## src/rtl/conv_channel_accumulator_if.sv

```systemverilog
// rtl/conv_channel_accumulator_if.sv - beat input and group result signals of the channel accumulator
interface conv_channel_accumulator_if #(
    parameter int B = 8,
    parameter int C = 10,
    parameter int N = 3
) ();
    logic             in_valid;
    logic [N*B-1:0]   in_data;
    logic [C-1:0]     bias;
    logic             out_valid;
    logic [C-1:0]     out_data;
    logic             out_sat;
    logic             busy;

    modport master (
        output in_valid,
        output in_data,
        output bias,
        input  out_valid,
        input  out_data,
        input  out_sat,
        input  busy
    );

    modport slave (
        input  in_valid,
        input  in_data,
        input  bias,
        output out_valid,
        output out_data,
        output out_sat,
        output busy
    );
endinterface

```

## src/rtl/conv_channel_accumulator.sv

```systemverilog
// rtl/conv_channel_accumulator.sv - N-channel beat reduction with PASSES-beat biased accumulation
module conv_channel_accumulator #(
    parameter int B      = 8,
    parameter int C      = 10,
    parameter int N      = 3,
    parameter int PASSES = 4,
    parameter bit SAT    = 1'b1
) (
    input  logic                      clk,
    input  logic                      rst_n,
    conv_channel_accumulator_if.slave bus
);
    localparam int SW  = B + $clog2(N) + 1;
    localparam int AW0 = SW + $clog2(PASSES);
    localparam int AW  = ((AW0 > C) ? AW0 : C) + 1;
    localparam int CW  = (PASSES > 1) ? $clog2(PASSES) : 1;

    localparam logic [CW-1:0]        CNT_LAST = CW'(PASSES - 1);
    localparam logic signed [AW-1:0] MAX_V    = {{(AW-C+1){1'b0}}, {(C-1){1'b1}}};
    localparam logic signed [AW-1:0] MIN_V    = {{(AW-C+1){1'b1}}, {(C-1){1'b0}}};

    logic [CW-1:0]        cnt_q, cnt_d;
    logic                 s1_valid_q, s1_valid_d;
    logic                 s1_first_q, s1_first_d;
    logic                 s1_last_q, s1_last_d;
    logic signed [SW-1:0] s1_sum_q, s1_sum_d;
    logic signed [AW-1:0] s1_bias_q, s1_bias_d;
    logic signed [AW-1:0] acc_q, acc_d;
    logic                 out_valid_q, out_valid_d;
    logic [C-1:0]         out_data_q, out_data_d;
    logic                 out_sat_q, out_sat_d;

    logic                 first;
    logic                 last;
    logic signed [SW-1:0] beat_sum;
    logic signed [B-1:0]  chan;
    logic signed [AW-1:0] acc_base;
    logic signed [AW-1:0] acc_next;
    logic                 over;
    logic                 under;
    logic [C-1:0]         fmt_data;

    always_comb begin
        first    = (cnt_q == '0);
        last     = (cnt_q == CNT_LAST);
        beat_sum = '0;
        chan     = '0;
        for (int i = 0; i < N; i++) begin
            chan     = bus.in_data[i*B +: B];
            beat_sum = beat_sum + {{(SW-B){chan[B-1]}}, chan};
        end
    end

    // Stage 0/1: counter and beat register move only on accepted beats.
    always_comb begin
        cnt_d      = cnt_q;
        s1_valid_d = bus.in_valid;
        s1_first_d = s1_first_q;
        s1_last_d  = s1_last_q;
        s1_sum_d   = s1_sum_q;
        s1_bias_d  = s1_bias_q;
        if (bus.in_valid) begin
            cnt_d      = last ? '0 : cnt_q + CW'(1);
            s1_first_d = first;
            s1_last_d  = last;
            s1_sum_d   = beat_sum;
            if (first) begin
                s1_bias_d = {{(AW-C){bus.bias[C-1]}}, bus.bias};
            end
        end
    end

    // Stage 2: a first beat reloads from bias so back-to-back groups stay independent.
    always_comb begin
        acc_base = s1_first_q ? s1_bias_q : acc_q;
        acc_next = acc_base + {{(AW-SW){s1_sum_q[SW-1]}}, s1_sum_q};
        over     = (acc_next > MAX_V);
        under    = (acc_next < MIN_V);
        if (SAT) begin
            fmt_data = over ? MAX_V[C-1:0] : (under ? MIN_V[C-1:0] : acc_next[C-1:0]);
        end else begin
            fmt_data = acc_next[C-1:0];
        end

        acc_d       = acc_q;
        out_valid_d = 1'b0;
        out_data_d  = out_data_q;
        out_sat_d   = out_sat_q;
        if (s1_valid_q) begin
            acc_d = acc_next;
            if (s1_last_q) begin
                out_valid_d = 1'b1;
                out_data_d  = fmt_data;
                out_sat_d   = over | under;
            end
        end
    end

    always_ff @(posedge clk) begin
        if (rst_n) begin
            cnt_q       <= '0;
            s1_valid_q  <= 1'b0;
            s1_first_q  <= 1'b0;
            s1_last_q   <= 1'b0;
            s1_sum_q    <= '0;
            s1_bias_q   <= '0;
            acc_q       <= '0;
            out_valid_q <= 1'b0;
            out_data_q  <= '0;
            out_sat_q   <= 1'b0;
        end else begin
            cnt_q       <= cnt_d;
            s1_valid_q  <= s1_valid_d;
            s1_first_q  <= s1_first_d;
            s1_last_q   <= s1_last_d;
            s1_sum_q    <= s1_sum_d;
            s1_bias_q   <= s1_bias_d;
            acc_q       <= acc_d;
            out_valid_q <= out_valid_d;
            out_data_q  <= out_data_d;
            out_sat_q   <= out_sat_d;
        end
    end

    // busy covers the pulse cycle itself so it drops the cycle after out_valid.
    assign bus.busy      = (cnt_q != '0) | s1_valid_q | out_valid_q;
    assign bus.out_valid = out_valid_q;
    assign bus.out_data  = out_data_q;
    assign bus.out_sat   = out_sat_q;
endmodule

```

## src/flat_wrapper.sv

```systemverilog
// flat-port wrapper written by rule: the top's interface ports become plain ports
module conv_channel_accumulator_flat 
#(
    parameter int B      = 8,
    parameter int C      = 10,
    parameter int N      = 3,
    parameter int PASSES = 4,
    parameter bit SAT    = 1'b1
)
  (clk, rst_n, bus_in_valid, bus_in_data, bus_bias, bus_out_valid, bus_out_data, bus_out_sat, bus_busy);
  conv_channel_accumulator_if #(.B(B), .C(C), .N(N)) bus_i ();
  input  logic clk;
  input  logic rst_n;
  input wire logic [$bits(bus_i.in_valid)-1:0] bus_in_valid;
  input wire logic [$bits(bus_i.in_data)-1:0] bus_in_data;
  input wire logic [$bits(bus_i.bias)-1:0] bus_bias;
  output wire logic [$bits(bus_i.out_valid)-1:0] bus_out_valid;
  output wire logic [$bits(bus_i.out_data)-1:0] bus_out_data;
  output wire logic [$bits(bus_i.out_sat)-1:0] bus_out_sat;
  output wire logic [$bits(bus_i.busy)-1:0] bus_busy;
  assign bus_i.in_valid = bus_in_valid;
  assign bus_i.in_data = bus_in_data;
  assign bus_i.bias = bus_bias;
  assign bus_out_valid = bus_i.out_valid;
  assign bus_out_data = bus_i.out_data;
  assign bus_out_sat = bus_i.out_sat;
  assign bus_busy = bus_i.busy;
  conv_channel_accumulator #(.B(B), .C(C), .N(N), .PASSES(PASSES), .SAT(SAT)) u_core (.clk(clk), .rst_n(rst_n), .bus(bus_i));
endmodule
```

## config.mk

```make
export PLATFORM = sky130hd
export DESIGN_NAME = conv_channel_accumulator_flat
export DESIGN_NICKNAME = d
export VERILOG_FILES = /design/src/rtl/conv_channel_accumulator_if.sv /design/src/rtl/conv_channel_accumulator.sv /design/src/flat_wrapper.sv
export SDC_FILE = /design/constraint.sdc
export NUM_CORES = 1
export LEC_CHECK = 0
export CAP_MARGIN = 20
export CELL_PAD_IN_SITES_DETAIL_PLACEMENT = 0
export CELL_PAD_IN_SITES_GLOBAL_PLACEMENT = 1
export CORE_MARGIN = 2
export CORE_UTILIZATION = 35
export CTS_CLUSTER_SIZE = 10
export DETAILED_ROUTE_END_ITERATION = 12
export PLACE_DENSITY = 0.78
export SYNTH_ARGS = -nofsm -noshare
export SYNTH_HDL_FRONTEND = slang
export SYNTH_SLANG_ARGS = --single-unit
```

## constraint.sdc

```tcl
create_clock -name clk -period 4.3 [get_ports clk]
set_input_delay 0.86 -clock clk [delete_from_list [all_inputs] [get_ports clk]]
set_output_delay 0.86 -clock clk [all_outputs]
set_load 0.02 [all_outputs]
```

* After elaboration in Yosys (flattened, before gate mapping)
Cells that the tools add are included.
** Operators by class
- Add/sub/neg operators :: 4
- Order comparisons :: 2
- Equal/unequal tests :: 1
- Mux-type cells :: 5
- Bitwise gates (word level) :: 4
- Reductions and logical operators :: 5
** Operators by type and width (number)
- $mux 10 :: 2
- $add 14x14->14 :: 1
- $gt 14x10->1 const B :: 1
- $lt 14x10->1 const B :: 1
- $mux 14 :: 1
- $add 11x11->11 :: 1
- $add 8x8->9 :: 1
- $reduce_and 2->1 :: 2
- $or 1x1->1 :: 3
- $add 2x1->2 const B :: 1
- $eq 2x2->1 const B :: 1
- $logic_not 2->1 :: 1
- $mux 2 :: 1
- $reduce_bool 2->1 :: 1
- $reduce_or 2->1 :: 1
- $mux 1 :: 1
- $not 1->1 :: 1
** Storage, ports and cells
- Register bits :: 52
- Input bits :: 37
- Output and inout port bits :: 13

* Depth between registers and ports, before layout
Gate-level depths: netlist of run 1.
- Depth in word-level cells :: 5
- Mapped depth :: 15
- Depth with buffers taken out :: 15

* Least setup slack after synthesis of run 1
No wires, ideal clock.
- Kind :: in2reg
- From :: input port bus_in_data[0]
- To :: register u_core.s1_sum_q[10]
- Arrival time :: 3.221 ns
- Slack :: 0.988 ns
- Stages :: 12
- Path through :: ha_1 > inv_1 > fa_1 > inv_1 > fa_1 > a21o_1 > a21oi_1 > o21bai_1 > a2111o_1 > nand2_1 > nand3b_1 > a311oi_1
** On the way
- Longest elaborated chain between the ends :: 2
** RTL lines
- start, declared :: line flat_wrapper.sv:15 : input wire logic [$bits(bus_i.in_data)-1:0] bus_in_data;
- $add 8x8->9 :: line conv_channel_accumulator.sv:50 : beat_sum = beat_sum + {{(SW-B){chan[B-1]}}, chan};
- $add 11x11->11 :: line conv_channel_accumulator.sv:50
- end signal, assigned :: line conv_channel_accumulator.sv:116 : s1_sum_q <= s1_sum_d;
- end, declared :: line conv_channel_accumulator.sv:26 : logic signed [SW-1:0] s1_sum_q, s1_sum_d;
Every way passes these cells.
A chain may end at the register's enable or synchronous reset.

* Worst setup path after layout of run 1
- From :: input port bus_in_data[0]
- To :: register u_core.s1_sum_q[9]
The elaborated chain is that of the path after synthesis.

==> results of run 1 <==
-- how the worst max path moves through the flow --
stage               cells past startpoint                               end      startpoint
finish                                 15   u_core.s1_sum_q[9]$_SDFFE_PP0P_  bus_in_data[0]
global route                           15   u_core.s1_sum_q[9]$_SDFFE_PP0P_  bus_in_data[0]
CTS                                    15   u_core.s1_sum_q[9]$_SDFFE_PP0P_  bus_in_data[0]
detailed placement                     15   u_core.s1_sum_q[9]$_SDFFE_PP0P_  bus_in_data[0]
global placement                       15   u_core.s1_sum_q[9]$_SDFFE_PP0P_  bus_in_data[0]
floorplan                              12  u_core.s1_sum_q[10]$_SDFFE_PP0P_  bus_in_data[0]
-- synth_stat cells (2+ instances only) --
| cell type | n |
|---|---|
| nand2b_1 | 4 |
| or3_1 | 2 |
| o32ai_1 | 7 |
| a211oi_1 | 5 |
| nor2b_1 | 2 |
| xnor2_1 | 16 |
| fa_1 | 3 |
| clkbuf_1 | 11 |
| a31oi_1 | 3 |
| o211ai_1 | 2 |
| nand3_1 | 3 |
| a2111oi_1 | 2 |
| a21oi_1 | 30 |
| o21ai_1 | 2 |
| mux2_2 | 11 |
| and2_1 | 3 |
| a311oi_1 | 4 |
| inv_1 | 21 |
| a21o_1 | 11 |
| a211oi_2 | 2 |
| buf_1 | 4 |
| nand2_1 | 35 |
| nor3_1 | 2 |
| o21ai_0 | 13 |
| nand3b_1 | 2 |
| mux2i_1 | 21 |
| and3_1 | 2 |
| ha_1 | 32 |
| nor2_1 | 54 |
| o21bai_1 | 8 |
| a21oi_2 | 2 |
| dfxtp_1 | 52 |
| xor2_1 | 5 |
-- stage by stage --
| stage | power [W] | std cells | utilization |
|---|---|---|---|
| global route | 0.001356 | 562 | 0.4372 |
| CTS | 0.001279 | 562 | 0.4372 |
| global placement | 0.0009939 | 554 | 0.4279 |
| finish | 0.001264 | 562 | 0.4372 |
| floorplan | 0.0008807 | 387 | - |
| detailed placement | 0.0009996 | 554 | 0.4279 |
-- cells by family after synthesis --
kind of cell	synth area share
AND/OR/NAND/NOR	0.1445
flip-flops	0.3123
XOR/XNOR	0.06006
multiplexers	0.1002
buffers and inverters	0.04054
adder cells (fa/ha/maj)	0.1381
AO/OA/AOI/OAI	0.2042
-- final cells by class --
class / count / area share
Timing Repair Buffer: 53 / 0.1276
Clock inverter: 2 / 0.003407
Inverter: 21 / 0.01951
Sequential cell: 52 / 0.2577
Tap cell: 129 / 0.03995
Clock buffer: 6 / 0.01796
Multi-Input combinational cell: 299 / 0.5339
-- power by group --
| group | switching (W) | internal, W |
|---|---|---|
| sequential | 0.0000260 | 0.000519 |
| combinational | 0.000235 | 0.000208 |
| clock | 0.000160 | 0.000116 |
| total | 0.000421 | 0.000843 |
-- cell usage in the layout (no fill, tap or decap), types with 2 or more instances in the layout --
cell type	instances
clkbuf_8	5
nor2_1	54
o211ai_1	2
nand2b_1	4
and2_1	3
dfxtp_1	52
a211oi_2	2
a2111oi_1	2
nand3b_1	2
o32ai_1	7
clkdlybuf4s50_1	48
a31oi_1	3
a21oi_1	30
and3_1	2
ha_1	32
a311oi_1	4
nand3_1	3
a21o_1	11
a211oi_1	5
mux2i_1	21
o21ai_1	2
nor3_1	2
nor2b_1	2
or3_1	2
a21oi_2	2
buf_4	4
fa_1	3
xor2_1	5
inv_1	21
mux2_2	11
o21bai_1	8
o21ai_0	13
nand2_1	35
xnor2_1	16
-- flip-flops by register name (all words and copies together), names as in the netlist --
register              flops
u_core.s1_last_q          1
u_core.bus.out_sat        1
u_core.bus.out_valid      1
u_core.acc_q             14
u_core.s1_sum_q          11
u_core.s1_valid_q         1
u_core.s1_first_q         1
u_core.bus.out_data      10
u_core.cnt_q              2
u_core.s1_bias_q         10
-- tightest hold or removal path: cells and delay by family, from the launching register on --
kind / cells / cell delay (ns)
compound gates: 1 / 0.05
flops: 1 / 0.32
simple gates: 1 / 0.05
-- metal layers --
metal / part of all wire / wire length [um] / GRT usage
met3: 0.042 / 300 / 0.03382
met5: 0 / 0 / 0
met4: 0.013 / 95 / 0.04054
met2: 0.49 / 3530 / 0.2713
met1: 0.46 / 3298 / 0.1776
==> reports/results.ini, run 1 <==
[flow_run]
drv_cap=0

[clocking]
cts_tree=yes
cts_buffers=5
insertion_delay_ns=0.30
cts-htree-levels=2
cts_buffer_depth=2
cts_root_buf=clkbuf_8
clk_pin_slew_ns=0.10
cts_hold_buffers=0
cts_setup_buffers=0
clock_sinks=52
cts_resized=0

[yosys]
ys_warn_count=0
synth_area_leaders=dfxtp_1, ha_1, mux2i_1, nor2_1, a21oi_1
synthesis.area_um2=3333
syn-instance-count=387
yosysTopAreaCell=dfxtp_1
async_reset_ff_frac=0
ys_seq_elements=52
synth_enable_flop_cells=0
synthFlopType=dfxtp_1
synth-seq-area-share=0.3123
ys_types=44
avgSynthCellArea_um2=8.613
synth_top_area_frac=0.3123
synth_fp_nets=459

[layout]
final_area_um2=4040
fill_cells=939
seqCellArea_um2=1041
final_nets=504
drive_gt1_frac=0.07390
syn_to_final_growth_pct=21.21
multiInputGateArea_um2=2157
antennaDiodeCount=0

[timing]
slew_viol_final=0
final.min_clock_period_ns=3.661
maxSlewHeadroom=0.3192
skew_ns=0.01025
finalCritPeriodShare=0.8515
holdWs_ns=0.4610
finalSetupViolations=0
hold_violations=0
rsz0062_at_grt=no
fmax_ghz=0.2731
setup_ws_ns=0.6386
worst_pin_slew_ns=1.021
setup_tns_ns=0

[floorplan]
dieArea_um2=10320
coreArea_um2=9240
start_util=0.3607
die_w_um=101.6
num_io_pins=50
rows=35
fp.dieH_um=101.6

[routing]
ant_nets=0
drt_iter0_markers=107
dr.pass1.iters=4
drcViolationCount=0
drt-total-wl_um=7224
routedWlPerCell_um=12.85
vias=2746
post_drt_via_cell_ratio=4.886

[critical_path]
cp_data_arrival_time_ns=3.87
critPathMaxStageDelay_ns=0.46
rrSetupSlack_ns=0.85
endpoint_kind=flop
cp_slowest_cell=clkdlybuf4s50_1
r2r_end=u_core.bus.out_data[0]$_SDFFE_PP0P_
rr_startpoint=u_core.s1_first_q$_SDFFE_PP0P_
crit_fanout=5
rr_worst_depth=10
critPathBufInv=3
worstSetupPathType=input pin to flop
path_cells=clkdlybuf4s50_1 > ha_1 > inv_1 > fa_1 > inv_1 > a21oi_1 > o21ai_0 > a21oi_1 > o21bai_1 > a211oi_1 > mux2_2 > ha_1 > nor3b_1 > o21ai_0 > a311oi_1
crit_required_ns=4.51
worst_setup_path_start_kind=input pin
path_delay_family=compound AO/OA/AOI/OAI gates

[global_routing]
grt_pass1_wl_um=12320
grt-ovfl-total=0
antenna_found_initial=0
grt.total_usage=0.1501
grt_max_degree=60
grt_pass1_vias=2718

[worst_hold_path]
min_delay_path_depth=2
min_to=u_core.s1_bias_q[8]$_SDFFE_PP0P_
hp-class=flop to flop
hold_start=u_core.s1_bias_q[8]$_SDFFE_PP0P_

[placement]
dp_hpwl_um=5661
gp_congestion=0.8467
portBuffers=49
place_area_um2=3954
place_ws_ns=0.3347

[power_and_ir_drop]
ir_drop_mv=0.1379
leakagePower_nw=1.666
powerDensity_nw_per_um2=312.9

[run_status]
status=complete, no violations

No activity file was read; power rests on OpenSTA's default activity.
==> run 2: changes to the inputs <==
--- a/config.mk
+++ b/config.mk
@@ -12,7 +12,9 @@
 export CORE_UTILIZATION = 35
 export CTS_CLUSTER_SIZE = 10
 export DETAILED_ROUTE_END_ITERATION = 12
-export PLACE_DENSITY = 0.78
+export HOLD_SLACK_MARGIN = 0.1
+export PLACE_DENSITY = 0.81
 export SYNTH_ARGS = -nofsm -noshare
 export SYNTH_HDL_FRONTEND = slang
 export SYNTH_SLANG_ARGS = --single-unit
+export TNS_END_PERCENT = 5
==> constraint.sdc (replaced) <==
create_clock -name clk -period 3.1 [get_ports clk]
set_input_delay 0.62 -clock clk [delete_from_list [all_inputs] [get_ports clk]]
set_output_delay 0.62 -clock clk [all_outputs]
set_load 0.02 [all_outputs]
==> run 2 against run 1 <==
Sequential share of layout area down 3.5 points. Flip-flop and latch count is the same. Clock power rose by 54%. Final cell count increased by 8.7%. Die area unchanged. Worst setup slack got worse by 0.60 ns. Global-route usage is 1.6 points higher. Non-clock buffer count is 49 higher. Utilization up 6.9 points. Sequential power grew 40%. Critical endpoint is now u_core.bus.out_data[0]$_SDFFE_PP0P_. Largest cell class unchanged. Largest power group is now combinational cells.
==> reports/results.ini, run 2 (synthesized netlist as in run 1, its figures left out) <==
[critical_path]
crit_required_ns=3.32  ; -1.19 ns
worstSetupPathType=flop to flop
cp_slowest_cell=fa_2
path_cells=mux2_2 > ha_2 > fa_2 > a211oi_4 > o21ai_2 > a221o_1 > a21oi_2 > xnor2_2 > o32ai_4 > buf_12 > a2111oi_2
critPathMaxStageDelay_ns=0.37  ; -0.09 ns
cp_data_arrival_time_ns=3.28  ; -0.59 ns
crit_fanout=10  ; +5
rrSetupSlack_ns=0.04  ; -0.81 ns
worst_setup_path_start_kind=flop
endpoint_kind=flop

[timing]
skew_ns=0.01253  ; +0.002288 ns
slew_viol_final=0  ; unchanged
worst_pin_slew_ns=0.9292  ; -0.09207 ns
fmax_ghz=0.3265
maxSlewHeadroom=0.3806  ; +0.06138
hold_violations=0  ; unchanged
rsz0062_at_grt=yes
finalCritPeriodShare=0.9881
holdWs_ns=0.4643  ; +0.003350 ns
setup_tns_ns=0  ; unchanged
final.min_clock_period_ns=3.063
finalSetupViolations=0  ; unchanged

[floorplan]
coreArea_um2=9240  ; unchanged
num_io_pins=50  ; unchanged
dieArea_um2=10320  ; unchanged
fp.dieH_um=101.6  ; unchanged
start_util=0.3607  ; unchanged
rows=35  ; unchanged
die_w_um=101.6  ; unchanged

[placement]
dp_hpwl_um=6185  ; +9.3%
portBuffers=49  ; unchanged
placed_cells=594  ; +7.2%
gp_congestion=0.8975  ; +6.0%

[power_and_ir_drop]
leakagePower_nw=1.950  ; +17%
ir_drop_mv=0.2050  ; +49%
powerDensity_nw_per_um2=436.2  ; +39%
power_w=0.002042  ; +62%

[clocking]
cts_root_buf=clkbuf_8
cts_buffer_depth=2  ; unchanged
clock_sinks=52  ; unchanged
cts_hold_buffers=0  ; unchanged
cts_buffers=5  ; unchanged
cts_tree=yes
clk_pin_slew_ns=0.11  ; about the same
insertion_delay_ns=0.32  ; +0.02 ns
cts-htree-levels=2  ; unchanged

[routing]
drcViolationCount=0  ; unchanged
drt_iter0_markers=108  ; +0.93%
post_drt_via_cell_ratio=4.959  ; +1.5%
vias=3030  ; +10%
routedWlPerCell_um=13.50  ; +5.0%
dr.pass1.iters=4  ; unchanged
ant_nets=0  ; unchanged
drt-total-wl_um=8247  ; +14%

[global_routing]
grt_pass1_vias=2970  ; +9.3%
grt_pass1_wl_um=13610  ; +10%
antenna_found_initial=0  ; unchanged
grt.total_usage=0.1664  ; +0.01630
grt_max_degree=52  ; -13%
grt-ovfl-total=0  ; unchanged

[layout]
fin_util=0.5066  ; +0.06933
syn_to_final_growth_pct=40.43
seqCellArea_um2=1042  ; +0.12%
final_nets=553  ; +9.7%
multiInputGateArea_um2=2394  ; +11%
largest_reg_flops=14  ; unchanged
instances_no_fill=611  ; +8.7%
top_register=u_core.acc_q
final_cell_mix=nor2_1, dfxtp_1, buf_4, clkdlybuf4s50_1, nand2_1
fill_cells=887  ; -5.5%
final_common_cell=nor2_1
reg.largest.list=u_core.acc_q (14), u_core.s1_sum_q (11)
antennaDiodeCount=0  ; unchanged
drive_gt1_frac=0.2573  ; +0.1834

[run_status]
status=complete, no violations

[flow_run]
drv_cap=0  ; unchanged

[worst_hold_path]
hp-class=flop to flop

-- run 2: changes by cell type in the layout (fill, tap and decap cells not counted), sizes merged --
| cell | delta |
|---|---|
| buf | +49 |
| clkbuf | -1 |
| clkdlybuf4s50 | -4 |
| clkinv | +1 |
| dlygate4sd2 | +3 |
| dlymetal6s2s | +1 |
-- run 2: layer usage --
layer  global-route usage  up-vias  wire length (um)
li1                     -     1552                 -
met1               0.1907     1420              3405
met2               0.3097       48              4406
met3              0.02899       10               288
met4              0.05509        0               147
met5                    0        -                 0
-- run 2: report_power, final --
| part | switching [W] | total [W] | leakage, nW | internal [W] |
|---|---|---|---|---|
| logic | 0.000402 | 0.000853 | 1.47 | 0.000451 |
| clock network | 0.000256 | 0.000426 | 0.0515 | 0.000170 |
| registers | 0.0000425 | 0.000762 | 0.425 | 0.000720 |
| total | 0.000700 | 0.00204 | 1.95 | 0.00134 |
-- run 2: area by class of cell --
| type | instances | share of cell area |
|---|---|---|
| clock buffer | 5 | 0.01470 |
| clock inverter | 3 | 0.007217 |
| inverter | 21 | 0.01684 |
| multi-input combinational | 299 | 0.5114 |
| sequential | 52 | 0.2227 |
| tap | 129 | 0.03448 |
| timing repair buffer | 102 | 0.1927 |
-- run 2: repair_timing --
item | 4_1_cts | 5_1_grt
buffers inserted | 6 | 3
resized for setup | 29 | 31
endpoints found under the setup margin | 15 | 15
pin swaps | 23 | 29
endpoints found under the hold margin | 0 | 0
-- run 2: stage by stage --
stage	instance area (um^2)	setup WS (ns)
6_report	4681	0.03677
5_1_grt	4681	-0.08521
4_1_cts	4513	0.002091
3_5_place_dp	4274	-0.5955
3_3_place_gp	4274	-0.5049
2_1_floorplan	3343	0.01934
-- run 2: worst paths after layout --
kind	endpoint	start	cells past startpoint
max reg2reg	u_core.bus.out_data[0]$_SDFFE_PP0P_	u_core.s1_first_q$_SDFFE_PP0P_	11
min reg2reg	u_core.s1_bias_q[8]$_SDFFE_PP0P_	u_core.s1_bias_q[8]$_SDFFE_PP0P_	2
max	u_core.bus.out_data[0]$_SDFFE_PP0P_	u_core.s1_first_q$_SDFFE_PP0P_	11
min	u_core.s1_bias_q[8]$_SDFFE_PP0P_	u_core.s1_bias_q[8]$_SDFFE_PP0P_	2
-- run 2: critical path: cells and delay by family, from the launching register on --
kind,cells,cell delay (ns)
buffers and inverters,1,0.16
adder cells (fa/ha/maj),2,0.55
multiplexers,1,0.33
AO/OA/AOI/OAI,6,1.35
flip-flops,1,0.36
XOR/XNOR,1,0.20
